===== src/rtl/rca_seq_pkg.sv =====
// Shared constants, FSM state type and chunk-count helper for rca_seq_adder.
package rca_seq_pkg;
   localparam int CHUNK_W = 32;

   typedef enum logic [1:0] {IDLE, RUN, DONE} state_t;

   function automatic int nchunk(input int width);
      return width / CHUNK_W;
   endfunction
endpackage


===== src/rtl/rca_seq_adder_rca32.sv =====
// 32-bit ripple-carry adder; the single shared chunk datapath of rca_seq_adder.
module rca32 (
   input  logic [31:0] A,
   input  logic [31:0] B,
   input  logic        Cin,
   output logic [31:0] S,
   output logic        Cout
);
   logic [32:0] c;

   assign c[0] = Cin;

   for (genvar i = 0; i < 32; i++) begin : g_fa
      assign S[i]   = A[i] ^ B[i] ^ c[i];
      assign c[i+1] = (A[i] & B[i]) | (c[i] & (A[i] ^ B[i]));
   end

   assign Cout = c[32];
endmodule


===== src/rtl/rca_seq_adder.sv =====
// Multi-cycle WIDTH-bit adder: streams 32-bit chunks LSB-first through one rca32.
// Define RCA_SEQ_SUB_EN to add the op port (op=1 computes a-b).
module rca_seq_adder
   import rca_seq_pkg::*;
#(
   parameter int WIDTH = 128
) (
   input  logic             clk,
   input  logic             rst_n,
   input  logic             in_valid,
   output logic             in_ready,
   input  logic [WIDTH-1:0] a,
   input  logic [WIDTH-1:0] b,
   input  logic             cin,
`ifdef RCA_SEQ_SUB_EN
   input  logic             op,
`endif
   output logic             out_valid,
   input  logic             out_ready,
   output logic [WIDTH-1:0] sum,
   output logic             cout,
   output logic             busy
);
   localparam int NCHUNK = nchunk(WIDTH);
   localparam int CW     = (NCHUNK > 1) ? $clog2(NCHUNK) : 1;
   localparam logic [CW-1:0] LAST = CW'(NCHUNK - 1);

   if ((WIDTH % CHUNK_W) != 0 || WIDTH < CHUNK_W) begin : g_bad_width
      $error("rca_seq_adder: WIDTH must be a non-zero multiple of 32");
   end

   state_t           state;
   logic [WIDTH-1:0] a_q, b_q, sum_q;
   logic             carry_q, cout_q;
   logic [CW-1:0]    cnt;

   logic [WIDTH-1:0] b_eff;
   logic             cin_eff;
   logic [31:0]      add_a, add_b, add_s;
   logic             add_co;

   // Subtraction is folded in at accept time: store ~b and seed the carry with 1.
`ifdef RCA_SEQ_SUB_EN
   assign b_eff   = op ? ~b : b;
   assign cin_eff = op | cin;
`else
   assign b_eff   = b;
   assign cin_eff = cin;
`endif

   assign add_a = a_q[CHUNK_W*cnt +: CHUNK_W];
   assign add_b = b_q[CHUNK_W*cnt +: CHUNK_W];

   rca32 u_rca (
      .A    (add_a),
      .B    (add_b),
      .Cin  (carry_q),
      .S    (add_s),
      .Cout (add_co)
   );

   always_ff @(posedge clk or negedge rst_n) begin
      if (!rst_n) begin
         state   <= IDLE;
         a_q     <= '0;
         b_q     <= '0;
         sum_q   <= '0;
         carry_q <= 1'b0;
         cout_q  <= 1'b0;
         cnt     <= '0;
      end else begin
         case (state)
            IDLE: if (in_valid) begin
               a_q     <= a;
               b_q     <= b_eff;
               carry_q <= cin_eff;
               cnt     <= '0;
               state   <= RUN;
            end
            RUN: begin
               sum_q[CHUNK_W*cnt +: CHUNK_W] <= add_s;
               carry_q <= add_co;
               if (cnt == LAST) begin
                  cout_q <= add_co;
                  cnt    <= '0;
                  state  <= DONE;
               end else begin
                  cnt <= cnt + 1'b1;
               end
            end
            DONE: if (out_ready) state <= IDLE;
            default: state <= IDLE;
         endcase
      end
   end

   // in_ready is gated by rst_n so nothing is offered while reset is held.
   assign in_ready  = rst_n && (state == IDLE);
   assign out_valid = (state == DONE);
   assign busy      = (state != IDLE);
   assign sum       = sum_q;
   assign cout      = cout_q;
endmodule


===== config.mk =====
export PLATFORM = sky130hd
export DESIGN_NAME = rca_seq_adder
export DESIGN_NICKNAME = d
export VERILOG_FILES = /design/src/rtl/rca_seq_pkg.sv /design/src/rtl/rca_seq_adder_rca32.sv /design/src/rtl/rca_seq_adder.sv
export SDC_FILE = /design/constraint.sdc
export NUM_CORES = 1
export LEC_CHECK = 0
export ABC_AREA = 1
export BUFFER_PORTS_ARGS = -buffer_cell sky130_fd_sc_hd__buf_2
export CAP_MARGIN = 20
export CORE_AREA = 2 2 233 235
export CTS_CLUSTER_SIZE = 10
export DETAILED_ROUTE_END_ITERATION = 12
export DIE_AREA = 0 0 235 237
export GPL_TIMING_DRIVEN = 0
export PLACE_DENSITY = 0.56
export SLEW_MARGIN = 20
export SYNTH_ARGS = -nofsm -noshare
export SYNTH_HDL_FRONTEND = slang
export SYNTH_HIERARCHICAL = 1
export SYNTH_SLANG_ARGS = --single-unit
export TNS_END_PERCENT = 100

===== constraint.sdc =====
create_clock -name clk -period 17.3 [get_ports clk]
set_input_delay 2.595 -clock clk [delete_from_list [all_inputs] [get_ports clk]]
set_output_delay 2.595 -clock clk [all_outputs]
set_load 0.02 [all_outputs]

==> impl_metrics.tcl <==
set metrics [dict create \
    ys_top_cells_by_count "nand2_1 (972), dfrtp_1 (390), nand3_1 (198)" \
    power_switching_uw 2600 \
    holdWs_ns 0.464 \
    clock.fmax_mhz 63.5 \
    die_h_um 237 \
    reg2reg_depth 46 \
    setup_violations 0 \
    synth_area_um2 18500 \
    grt_start_max_net_pins 101 \
    fill_cells 5487 \
    yosys_warnings 6 \
    skew_ns 0.0234 \
    gp_congestion 0.907 \
    synth_top_area_cell "dfrtp_1" \
    grt_pass1_wl_mm 103 \
    drtIter0Drc 1332 \
    p_int_uw 2740 \
    tightest_slew_ns 0.993 \
    yosysTopAreaCellShare_pct 52.7 \
    min_to "b_q[12]" \
    path_clk_slew_ns 0.06 \
    hold_buffers 0 \
    synth.avg_cell_area_um2 8.16 \
    cts.sinks 390 \
    vias_per_cell 4.88 \
    wl_per_cell_um 20.1 \
    ir_drop_mv 0.0932 \
    ys_top_cells_by_area "dfrtp_1 (53%), nand2_1 (20%), nand3_1 (5.4%)" \
    core_region_area_um2 53300 \
    hold_viol 0 \
    cp_common_cell "fa_1" \
    cts_setup_buffers 0 \
    port_buffers 391 \
    cts_htree_levels 2 \
    post_cts_resized 0 \
    ys_ff_latch 390 \
    first_pass_iters 5 \
    layout-drive-gt1-share_pct 21.1 \
    die_x_um 235 \
    grt_overflow 0 \
    die_area_um2 55700 \
    cp_max_fo 10 \
    synth_ff_type "dfrtp_1" \
    root_buffer "clkbuf_16" \
    hold_path_class "flip-flop to flip-flop" \
    hp-start "b_q[12]" \
    vias 16769 \
    worst_ep_required_time_ns 17.81 \
    critPathKind "flip-flop to flip-flop" \
    grt_pass1_vias 16793 \
    cts_tree "yes" \
    status "finished, final reports clean" \
    grtUsageTotal_pct 24.6 \
    arrival_ns 16.26 \
    seqPwrFrac_pct 28.1 \
    grt_antenna_before_repair 10 \
    cp-start-kind "flip-flop" \
    relSlewSlack_pct 33.8 \
    comb_power_share_pct 54.9 \
    syn_inst 2268 \
    ant_nets 0 \
    final_max_slew_viol_count 0 \
    tns_ns 0 \
    power_density_nw_per_um2 234 \
    rsz0062_at_grt "false" \
    reg2reg_slack_ns 1.55 \
    clkPwrFrac_pct 17.0 \
    drc_errors 0 \
    top_level_ports 393 \
    synth_edf_count 0 \
    reg2reg_to "sum[63]" \
    maxCapViolations 0 \
    reg2reg_from "cnt[0]" \
    area_growth_pct 23.2 \
    hpwl_mm 54.5 \
    endpoint_kind "flip-flop" \
    initial_core_util_pct 34.7 \
    placed_area_um2 21500 \
    yosysSeqAreaShare_pct 52.7 \
    max_stage_delay_ns 0.55 \
    syn_nets 2566 \
    synthArstFlopShare_pct 100 \
    cp_slowest_cell "dfrtp_1" \
    layout_min_cycle_time_ns 15.75 \
    synth.most_common_cell "nand2_1" \
    fin_area_um2 22800 \
    nets 3010 \
    wl_mm 69.0 \
    clock_latency_ns 0.58 \
    numCtsBuffers 47 \
    min_path_cells 2 \
    netlist-cell-type-count 23 \
    post-route-period-util_pct 91.0 \
    p_leak_uw 0.0127 \
    clockBufferDepth 3 \
    swShare_pct 48.7 \
    rows 85 \
]
-- worst max-delay path: cells and delay by family (launching register included) --
family                   cells  cell delay (ns)
AO/OA/AOI/OAI                1             0.15
adder cells (fa/ha/maj)     32            12.72
buffers and inverters        7             1.56
flip-flops                   1             0.55
AND/OR/NAND/NOR              6             0.67
-- power groups by stage --
stage	logic (uW)	clock network, uW	registers [uW]
2_1_floorplan	1670	0	1560
3_3_place_gp	2900	0	1500
3_5_place_dp	2950	0	1510
4_1_cts	2950	928	1500
5_1_grt	3250	966	1540
6_report	2940	910	1500
-- stage by stage --
| stage | worst slack, ns | total power, uW | util [%] | std cells |
|---|---|---|---|---|
| after floorplan | 3.65 | 3230 | - | 2268 |
| after global placement | 1.67 | 4400 | 40.0 | 3355 |
| after detailed placement | 1.61 | 4460 | 40.3 | 3359 |
| after CTS | 1.54 | 5380 | 42.8 | 3428 |
| after global routing | 1.10 | 5760 | 42.8 | 3436 |
| final | 1.55 | 5350 | 42.8 | 3436 |
-- layout make-up --
type | count | area [um^2] | share of cell area [%]
clock inverter | 4 | 73.8 | 0.324
buffer | 155 | 729 | 3.20
timing repair buffer | 395 | 2080 | 9.11
antenna | 8 | 20.0 | 0.0878
inverter | 117 | 439 | 1.93
multi-input combinational | 1606 | 7580 | 33.3
tap | 696 | 871 | 3.82
sequential | 390 | 9760 | 42.8
clock buffer | 65 | 1250 | 5.50
-- how the worst max path moves through the flow --
stage               startpoint  endpoint  slack, ns  cells past startpoint
floorplan               cnt[0]   sum[63]       3.65                     46
finish                  cnt[0]   sum[63]       1.55                     46
CTS                     cnt[0]   sum[63]       1.54                     46
global placement        cnt[0]   sum[63]       1.67                     46
detailed placement      cnt[0]   sum[63]       1.61                     46
global route            cnt[0]   sum[63]       1.10                     46
-- state kept, by name, summed over array words and instances (netlist names) --
name	cells
sum	128
carry_q	1
cnt	2
cout	1
b_q	128
a_q	128
state	2
-- kinds of logic (layout without fill, tap and decap cells) --
kind of cell	after synthesis	count (layout)	synth area share (%)
simple gates	1372	1372	30.1
flops	390	390	52.7
buf+inv	272	736	6.31
compound gates	197	197	7.07
fa+ha+maj	37	37	3.80
other cells	0	8	0
-- layer usage --
layer	share of wire [%]	up-vias	GRT usage, %
met5	0.012	-	0
met4	4.3	2	11.5
met3	5.4	131	3.12
met2	46	586	39.2
met1	44	8040	33.4
li1	-	8010	-
-- placed cells by master, fill, tap and decap left out, drive strengths merged --
cell / count
buf: 502
bufinv: 2
clkbuf: 113
clkinv: 1
dfrtp: 390
diode: 8
fa: 32
ha: 5
inv: 118
nand2: 973
nand3: 202
nor2: 168
nor3: 29
o211ai: 64
o21a: 64
o21ai: 68
o31ai: 1
Power figures use the tool's default switching activity.
